===== src/rtl/slot_cfg_pkg.sv =====
// Shared types and constants for the MSX slot configuration block.
package slot_cfg_pkg;

  localparam logic [7:0]  IO_PORT_DFLT = 8'hA8;
  localparam logic [15:0] SSR_ADDR     = 16'hFFFF;

  typedef logic [1:0] slot_t;

  // Pull the 2-bit field for a 16 KiB page out of a slot map byte.
  function automatic slot_t page_field(input logic [7:0] map, input logic [1:0] page);
    return map[{page, 1'b0} +: 2];
  endfunction

endpackage


===== src/rtl/bus_wr_edge.sv =====
// Turns a Z80 wr_n low phase into a single-cycle write strobe in the clk domain.
module bus_wr_edge (
  input  logic clk,
  input  logic reset,
  input  logic wr_n,
  output logic wstb
);

  logic wr_prev;
  logic armed;

  // armed stays low after reset until wr_n is seen high, so a write already
  // in progress when reset is released cannot produce a strobe.
  always_ff @(posedge clk or posedge reset) begin
    if (reset) begin
      wr_prev <= 1'b0;
      armed   <= 1'b0;
    end else begin
      wr_prev <= ~wr_n;
      if (wr_n)
        armed <= 1'b1;
    end
  end

  assign wstb = armed & ~wr_n & ~wr_prev;

endmodule


===== src/rtl/slot_config_ctrl.sv =====
// Primary (port A8h) and secondary (FFFFh) slot registers with page decode and read-back.
module slot_config_ctrl
  import slot_cfg_pkg::*;
#(
  parameter logic [3:0] EXPANDED = 4'b1000,
  parameter logic [7:0] PRIM_RST = 8'h00,
  parameter logic [7:0] IO_PORT  = IO_PORT_DFLT
) (
  input  logic        clk,
  input  logic        reset,
  input  logic [15:0] addr,
  input  logic [7:0]  data_in,
  input  logic        mreq_n,
  input  logic        iorq_n,
  input  logic        m1_n,
  input  logic        rd_n,
  input  logic        wr_n,
  output logic [7:0]  prim_slot,
  output logic        cfg_valid,
  output logic [1:0]  sub_slot,
  output logic [7:0]  data_out,
  output logic        data_oe
);

  logic       wstb;
  logic [7:0] sec_reg [4];
  slot_t      ssr_slot;
  slot_t      cur_slot;
  logic [1:0] page;
  logic       io_sel;
  logic       ssr_sel;
  logic       io_wr;
  logic       ssr_wr;

  bus_wr_edge u_wr_edge (
    .clk   (clk),
    .reset (reset),
    .wr_n  (wr_n),
    .wstb  (wstb)
  );

  assign ssr_slot = prim_slot[7:6];
  assign page     = addr[15:14];

  // iorq_n gates the memory decode so an illegal iorq+mreq cycle only acts as I/O.
  assign io_sel  = ~iorq_n & m1_n & (addr[7:0] == IO_PORT);
  assign ssr_sel = ~mreq_n & iorq_n & (addr == SSR_ADDR) & EXPANDED[ssr_slot];
  assign io_wr   = wstb & io_sel;
  assign ssr_wr  = wstb & ssr_sel;

  always_ff @(posedge clk or posedge reset) begin
    if (reset) begin
      prim_slot <= PRIM_RST;
      cfg_valid <= 1'b0;
      for (int unsigned i = 0; i < 4; i++)
        sec_reg[i] <= '0;
    end else if (io_wr) begin
      prim_slot <= data_in;
      cfg_valid <= 1'b1;
    end else if (ssr_wr) begin
      sec_reg[ssr_slot] <= data_in;
    end
  end

  always_comb begin
    cur_slot = '0;
    sub_slot = '0;
    if (cfg_valid)
      cur_slot = page_field(prim_slot, page);
    if (EXPANDED[cur_slot])
      sub_slot = page_field(sec_reg[cur_slot], page);
  end

  always_comb begin
    data_oe  = 1'b0;
    data_out = '0;
    if (io_sel && !rd_n) begin
      data_oe  = 1'b1;
      data_out = prim_slot;
    end else if (ssr_sel && !rd_n) begin
      data_oe  = 1'b1;
      data_out = ~sec_reg[ssr_slot];
    end
  end

endmodule


===== config.mk =====
export PLATFORM = sky130hd
export DESIGN_NAME = slot_config_ctrl
export DESIGN_NICKNAME = d
export VERILOG_FILES = /design/src/rtl/slot_cfg_pkg.sv /design/src/rtl/bus_wr_edge.sv /design/src/rtl/slot_config_ctrl.sv
export SDC_FILE = /design/constraint.sdc
export NUM_CORES = 1
export LEC_CHECK = 0
export ABC_AREA = 1
export ABC_CLOCK_PERIOD_IN_PS = 1300
export BUFFER_PORTS_ARGS = -buffer_cell sky130_fd_sc_hd__buf_2
export CAP_MARGIN = 20
export CORE_ASPECT_RATIO = 1.5
export CORE_MARGIN = 2
export CORE_UTILIZATION = 48
export DETAILED_ROUTE_END_ITERATION = 12
export GPL_TIMING_DRIVEN = 0
export PLACE_DENSITY = 0.75
export SYNTH_ARGS = -nofsm -noshare
export SYNTH_HDL_FRONTEND = slang
export SYNTH_SLANG_ARGS = --single-unit

===== constraint.sdc =====
create_clock -name clk -period 1.3 [get_ports clk]
set_input_delay 0.13 -clock clk [delete_from_list [all_inputs] [get_ports clk]]
set_output_delay 0.13 -clock clk [all_outputs]
set_load 0.005 [all_outputs]

* After elaboration in Yosys (flattened, before gate mapping)
Index checks and enable logic that the tools add are counted.
Word-level totals: bits in registers 43, latch bits 0, RAM bits 0, memory bits (read-only) 0, bits of input ports 31, output and inout bits 20, word-level logic and storage cells 58, memories kept 0
Operators by class: $add $sub $neg 0, multipliers 0, div/mod/pow operators 0, order comparisons 5, equal/unequal tests 2, shifts and indexed selects 2, muxes and demuxes 19, bitwise operators 17, reductions and logical operators 5
Operators with widths (count):
- $mux W8 | 7
- $bmux W8 S2 | 2
- $bwmux W32 | 1
- $demux W8 S2 | 1
- $eq A16 B16 Y1 const B | 1
- $shiftx A8 B4 Y2 | 2
- $and A1 B1 Y1 | 9
- $eq A8 B8 Y1 const B | 1
- $not A8 Y8 | 1
- $ge A3 B3 Y1 const B | 2
- $lt A2 B3 Y1 const B | 2
- $not A2 Y3 | 2
- $not A1 Y1 | 5
- $bmux W1 S2 | 2
- $mux W1 | 4
- $mux W2 | 2
- $logic_and A1 B1 Y1 | 3
- $lt A3 B1 Y1 const B | 1
- $reduce_and A2 Y1 | 1
- $logic_not A1 Y1 | 1

* Depth between registers and ports, before layout
Gate-level depths: netlist of the first run.
depth in word-level cells 8, mapped depth 11, gate-level depth less buffers 10

* Modules after synthesis
Synthesis of the first run repeated with hierarchy kept, for this count alone.
Unflattened totals: cell total of the unflattened synthesis 298, area total of the unflattened synthesis 2169.6 um^2
Modules (own cells, without submodules):
- slot_config_ctrl | times used 1, cells each 291, area each 2095.8 um^2, seq. area each 1026.0 um^2
- bus_wr_edge | times used 1, cells each 7, area each 73.8 um^2, seq. area each 50.0 um^2

* Worst setup path after synthesis of the first run
OpenSTA, ideal clock, no wires.
kind flip-flop to flip-flop, start register prim_slot[7], end register sec_reg[1] (netlist bit), arrival 1206 ps, slack -24 ps, cell stages (with the launch flop) 9, buffers on the path 1, period minus slack after synthesis 1324 ps, path through dfrtp_1 nand2_2 nor2_1 nand2_1 inv_2 nand4_4 buf_6 nand2_1 o21ai_2
Between the ends: longest elaborated chain between the ends 6, elaborated cells on any way between the ends 12, those cells by class order compare (2); mux (5); bitwise (3); reduce/logical (2)
Ends and longest elaborated chain:
- start, declared | RTL line slot_config_ctrl.sv:18 | output logic [7:0] prim_slot,
- start signal, assigned | RTL line slot_config_ctrl.sv:58 | prim_slot <= data_in;
- $not A2 Y3 (implied by the code) | RTL line slot_config_ctrl.sv:61 | sec_reg[ssr_slot] <= data_in;
- $ge A3 B3 Y1 (implied by the code) / $lt A3 B1 Y1 (equally long branches) | RTL line slot_config_ctrl.sv:61
- $logic_and A1 B1 Y1 (implied by the code) | RTL line slot_config_ctrl.sv:61
- $mux W8 (implied by the code) | RTL line slot_config_ctrl.sv:61
- $demux W8 S2 | RTL line slot_config_ctrl.sv:61
- $bwmux W32 | RTL line slot_config_ctrl.sv:61
- end signal, assigned by index | RTL line slot_config_ctrl.sv:61
- end, declared | RTL line slot_config_ctrl.sv:26 | logic [7:0] sec_reg [4];
Parallel ways exist; a longest one is shown, timed or not. The select of a mux whose other input is x is not followed. A chain may end at the register's enable or synchronous reset.

* Final worst setup path of the first run
start register prim_slot[6], end output sub_slot[1]
Between the ends: longest elaborated chain between the ends 8, elaborated cells on any way between the ends 10, those cells by class shift (2); mux (7); bitwise (1)
Ends and longest elaborated chain:
- $shiftx A8 B4 Y2 * | RTL line slot_cfg_pkg.sv:11 | return map[{page, 1'b0} +: 2];
- $mux W2 * | RTL line slot_config_ctrl.sv:68 | if (cfg_valid)
- $not A2 Y3 (implied by the code) | RTL line slot_config_ctrl.sv:71 | sub_slot = page_field(sec_reg[cur_slot], page);
- $bmux W8 S2 | RTL line slot_config_ctrl.sv:71
- $mux W8 (implied by the code) (2 in a row) | RTL line slot_config_ctrl.sv:71
- $shiftx A8 B4 Y2 | RTL line slot_cfg_pkg.sv:11
- $mux W2 * | RTL line slot_config_ctrl.sv:70 | if (EXPANDED[cur_slot])
- end, declared | RTL line slot_config_ctrl.sv:20 | output logic [1:0] sub_slot,
Mark *: on every way between the ends. The rest lies on a longest branch, timed or not. The select of a mux whose other input is x is not followed.

==> run summary, run 1 <==
CTS tree: done
Startpoint Class: flip-flop
worst clock skew: 0.00122 ns
kind of critical path: flip-flop to output pin
R2R Setup Slk: -0.17 ns
vias: 2171
Final min period: 1.92 ns
Reg2Reg Depth: 10
failing checks: hold timing, setup timing
ANT nets after route: 0
synthesized area: 2220 um^2
Reg power frac: 53.7%
part of the power in combinational logic: 9.7%
Int Power: 1920 uW
hold crit path type: primary input to asynchronous set/reset pin
Synth Area per Inst: 7.94 um^2
initial core utilization: 49.3%
crit-path cells: inv_2, nand2_2, nand3_4, nand2_4, nand3_1, nand3_1, nand3_1, nand2_1, nor2_1, buf_2
family with the most delay on the worst path: simple AND/OR/NAND/NOR gates
GR Util All Layers: 24.1%
Rows: 30
Final GP Congestion: 0.861
Clock Sinks: 43
delay of the slowest critical-path stage: 0.46 ns
die area: 5200 um^2
register area share after synthesis: 48.4%
fmax: 520 MHz
main flop type after synthesis: dfrtp_1
Critical path buffers and inverters: 2
Slew headroom: 42.7%
Synth area leaders: dfrtp_1 48%, nand2_1 14%, inv_1 5.6%, nand3_1 4.1%, clkbuf_1 4.1%
top cells by count, synth: 81 x nand2_1, 43 x dfrtp_1, 33 x inv_1, 24 x clkbuf_1, 21 x nor2_1
fill count: 346
initial antenna violation count: 0
pin count of the biggest net entering global routing: 44
Area Growth Syn to Fin: 36.0%
total gr overflow: 0
post-place setup slack: -0.399 ns
final setup vio count: 19
Hold Buf Count CTS: 0
FF-to-FF Start: prim_slot[7]
CTS Buf Count: 5
Wirelength per Cell: 15.6 um
Tcrit/Tclk final: 148%
RSZ-0062 raised after global routing: yes
antenna diode count: 0
synth unique cells: 28
clock-pin transition on the worst setup and hold timing paths: 0.07 ns
fin worst setup slack: -0.623 ns
status: complete, but fails checks
port bufs: 49
Post-Synthesis Cells: 280
Final HPWL DP: 3940 um
post-synth top area cell: dfrtp_1
Die H: 87.3 um
most frequent cell after synthesis: nand2_1
max FFs per register: 32
sw frac: 23.4%
number of global-route vias before repair: 2070
hold_ws: -0.000890 ns
Slew Limit Fails: 0
Tightest Pin Transition: 0.858 ns
Worst path slowest cell: dfrtp_2
asr flop ratio synth: 100%
core area: 4500 um^2
Final TNS setup: -6.68 ns
Max H-tree Level: 2
DRT Pass-1 Iters: 5
Final Hold Violating Endpoints: 1
Root Driver: clkbuf_8
CP most frequent cell: nand3_1
Worst EP required: 1.17 ns
crit path capture type: output pin
Net Count, Synth: 311
Worst Path Max Fanout: 5
YS warnings: 0
share of the synthesized area in the top cell type: 48.4%
clock power share: 36.6%
pwr dens: 828 nW/um^2
drt via density: 5.36
DRT Wirelength: 6310 um
CTS Buffer Depth: 2
final net count: 387
Post-route DRC: 0
Post-synth EDFFs: 0
VDD IR-drop max: 0.000627 V
I/O pin total: 51
Skew-Pair Late Insertion Delay: 0.30 ns
die span in x: 59.6 um
P_leak: 0.00156 uW
layout cell share with drive strength beyond 1: 39.2%
Max-Cap Viols: 0
Reg2Reg Capture Point: sec_reg[1]
iteration-0 DRC count of the detailed router: 96
Sw Pwr: 585 uW
arrival time at the worst endpoint: 1.79 ns
first-pass GRT wire length: 9150 um
Yosys reg bits: 43
[area by class of cell]
type,instances,area (um^2),area share (%)
Inverter,37,141,4.68
Sequential cell,43,1080,35.7
Multi-Input combinational cell,172,1050,34.9
Timing Repair Buffer,67,440,14.6
Tap cell,48,60.1,1.99
Buffer,30,148,4.88
Clock buffer,8,100,3.31
[layout by cell type (no fill, tap or decap), drive strengths merged]
cell type   n
inv        37
nand3b      1
nand3      19
a21oi       2
nand4       7
clkbuf     32
buf        73
dfrtp      43
nand2      88
nor2       22
o2111ai     5
nor3        4
o211ai      1
o21ai      23
[metrics by stage]
step / total power, uW / utilization (%) / instances / hold slack [ns] / instance area (um^2)
6_report: 2500 / 67.1 / 405 / -0.000890 / 3020
5_1_grt: 2580 / 67.1 / 405 / 0.0515 / 3020
4_1_cts: 2480 / 64.4 / 401 / 0.0304 / 2900
3_5_place_dp: 1560 / 56.3 / 377 / 0.320 / 2530
3_3_place_gp: 1550 / 56.3 / 377 / 0.315 / 2530
2_1_floorplan: 1480 / - / 280 / 0.201 / 2230
[power groups by stage]
stage / Clock [uW] / Sequential [uW] / Combinational, uW
after floorplan: 0 / 1370 / 109
after global placement: 0 / 1370 / 181
after detailed placement: 0 / 1370 / 186
after CTS: 923 / 1340 / 212
after global routing: 972 / 1340 / 263
final: 916 / 1340 / 242
[what timing repair did]
item,in CTS,in global routing
endpoints found under the hold margin,0,0
setup endpoints to repair,27,22
gates cloned,3,0
buffers inserted,13,4
gates resized for setup,34,17
pin swaps,10,18
[layer usage]
metal | share of wire, % | global-route usage, %
met1 | 37 | 26.9
met2 | 51 | 41.0
met3 | 7.1 | 4.31
met4 | 5.2 | 15.2
met5 | 0 | 0
[cells by family (layout without fill, tap and decap cells)]
family | Yosys count | in the layout | share of synthesized area, %
flip-flops | 43 | 43 | 48.4
AO/OA/AOI/OAI | 31 | 31 | 9.29
buffers and inverters | 67 | 142 | 12.8
AND/OR/NAND/NOR | 139 | 141 | 29.4
[worst max path at each step]
stage                       startpoint          end  slack (ns)  depth (start not counted)
final                     prim_slot[6]  sub_slot[1]       -0.62                         10
after global routing      prim_slot[2]  sub_slot[1]       -0.67                         11
after CTS                 prim_slot[6]  data_out[7]       -0.48                          9
after detailed placement  prim_slot[6]  data_out[7]       -0.40                          8
after global placement    prim_slot[6]  data_out[7]       -0.38                          8
after floorplan           prim_slot[6]  sub_slot[0]       0.004                         10
Power figures use the tool's default switching activity.
==> inputs of run 2 (changes only) <==
--- a/constraint.sdc
+++ b/constraint.sdc
@@ -3,2 +3,2 @@
 set_output_delay 0.13 -clock clk [all_outputs]
-set_load 0.005 [all_outputs]
+set_load 0.1 [all_outputs]
==> run summary, run 2 (same netlist as run 1, synthesis figures left out) <==
Multi-input gate area: 1290 um^2 (was 1050 um^2)
post-place setup slack: -0.788 ns (was -0.399 ns)
final setup vio count: 21 (was 19)
Final GP Congestion: 0.889 (was 0.861)
Tcrit/Tclk final: 160% (was 148%)
layout cell share with drive strength beyond 1: 52.4% (was 39.2%)
port bufs: 49 (unchanged)
Pwr Total: 2450 uW (was 2500 uW)
commonest cells after routing, fill and taps aside: 49 x nand2_1, 34 x buf_2, 34 x dfrtp_1 (was 64 x nand2_1, 50 x buf_2, 41 x dfrtp_1)
GR Util All Layers: 27.1% (was 24.1%)
max FFs per register: 32 (unchanged)
Worst Path Max Fanout: 8 (was 5)
iteration-0 DRC count of the detailed router: 93 (was 96)
arrival time at the worst endpoint: 1.95 ns (was 1.79 ns)
fill count: 269 (was 346)
hold crit path type: primary input to asynchronous set/reset pin (unchanged)
final net count: 389 (was 387)
DRT Wirelength: 7030 um (was 6310 um)
RSZ-0062 raised after global routing: yes (unchanged)
P_leak: 0.00163 uW (was 0.00156 uW)
initial antenna violation count: 0 (unchanged)
Area Growth Syn to Fin: 57.5% (was 36.0%)
Skew-Pair Late Insertion Delay: 0.30 ns (about the same)
Clock Sinks: 43 (unchanged)
die span in x: 59.6 um (unchanged)
core area: 4500 um^2 (unchanged)
initial core utilization: 49.3% (unchanged)
total gr overflow: 0 (unchanged)
Worst EP required: 1.17 ns (about the same)
first-pass GRT wire length: 10300 um (was 9150 um)
VDD IR-drop max: 0.000573 V (was 0.000627 V)
commonest non-fill, non-tap cell in the layout: nand2_1 (unchanged)
die area: 5200 um^2 (unchanged)
antenna diode count: 0 (unchanged)
ANT nets after route: 0 (unchanged)
Final Util: 77.7% (was 67.1%)
CTS tree: done (unchanged)
CTS Buffer Depth: 2 (unchanged)
Rows: 30 (unchanged)
Die H: 87.3 um (unchanged)
Wirelength per Cell: 17.3 um (was 15.6 um)
fin worst setup slack: -0.777 ns (was -0.623 ns)
Max H-tree Level: 2 (unchanged)
number of global-route vias before repair: 2296 (was 2070)
DRT Pass-1 Iters: 5 (unchanged)
failing checks: setup timing (was hold timing, setup timing)
Slew Limit Fails: 0 (unchanged)
M2 GR Usage: 48.9% (was 41.0%)
CTS Buf Count: 5 (unchanged)
GRT Max-Usage Layer: met2 (unchanged)
Layout Cells excl Fill: 407 (was 405)
met1 Use GR: 27.7% (was 26.9%)
Storage cell area: 1100 um^2 (was 1080 um^2)
crit path capture type: output pin (unchanged)
status: complete, but fails checks (unchanged)
Slew headroom: 42.3% (was 42.7%)
clock-pin transition on the worst setup and hold timing paths: 0.08 ns (was 0.07 ns)
I/O pin total: 51 (unchanged)
Root Driver: clkbuf_8 (unchanged)
Final HPWL DP: 4090 um (was 3940 um)
Final min period: 2.08 ns (was 1.92 ns)
Max-Cap Viols: 0 (unchanged)
Startpoint Class: flip-flop (unchanged)
Tightest Pin Transition: 0.864 ns (was 0.858 ns)
placed cells: 377 (unchanged)
pin count of the biggest net entering global routing: 44 (unchanged)
worst clock skew: 0.00492 ns (was 0.00122 ns)
fmax: 481 MHz (was 520 MHz)
GR Util met3: 3.86% (was 4.31%)
kind of critical path: flip-flop to output pin (unchanged)
pwr dens: 700 nW/um^2 (was 828 nW/um^2)
drt via density: 5.55 (was 5.36)
Final Hold Violating Endpoints: 0 (was 1)
vias: 2259 (was 2171)
Post-route DRC: 0 (unchanged)
run 2: where the power goes:
part	switching (uW)	total (uW)	internal, uW	leakage, uW
Clock	450	818	368	0.0000477
Combinational	189	285	96.7	0.00101
Sequential	4.85	1350	1340	0.000573
Total	643	2450	1800	0.00163
run 2: final cells by class:
cell class / count / area share [%]
buffer: 30 / 4.22
clock buffer: 5 / 1.97
timing repair buffer: 69 / 19.0
tap: 48 / 1.72
clock inverter: 3 / 0.429
inverter: 37 / 4.25
multi-input combinational: 172 / 37.0
sequential: 43 / 31.4
run 2: path summary, 6_finish.rpt:
check,slack (ns),startpoint,cells past startpoint,to
setup / recovery,-0.78,prim_slot[6],9,data_out[1]
hold / removal,0.007,reset,2,prim_slot[0]
setup reg to reg,-0.22,prim_slot[6],9,sec_reg[2]
hold reg to reg,0.46,sec_reg[24],1,sec_reg[24]
max in group asynchronous,0.66,reset,2,prim_slot[2]
min in group clk,0.03,wr_n,2,u_wr_edge.wr_prev
run 2: repair_timing:
action | in CTS | in global routing
hold endpoints to repair | 0 | 0
pin swaps | 25 | 19
gates cloned | 3 | 0
hold buffers | 0 | 0
resized for setup | 102 | 39
setup endpoints to repair | 29 | 24
buffers inserted | 16 | 3
run 2: worst max-delay path, stage by stage (launching register included):
cell     delay [ns]
dfrtp_4        0.56
inv_4          0.12
buf_6          0.11
nor2_4         0.06
nand2_1        0.06
nand4_1        0.18
nor2_2         0.18
nand2_2        0.11
nand2_8        0.09
buf_12         0.16
run 2: per-stage QoR:
step | setup TNS [ns] | hold WS [ns] | area, um^2
floorplan | -7.88 | 0.201 | 2370
global placement | -24.29 | 0.321 | 2680
detailed placement | -9.42 | 0.322 | 2680
CTS | -8.49 | 0.0387 | 3320
global route | -10.35 | 0.0378 | 3500
finish | -9.03 | 0.00682 | 3500
run 2: per-layer routing:
layer / vias to the layer above / routed length, um
met4: 0 / 497
met5: - / 0
li1: 1024 / -
met3: 46 / 438
met1: 1072 / 2360
met2: 117 / 3740
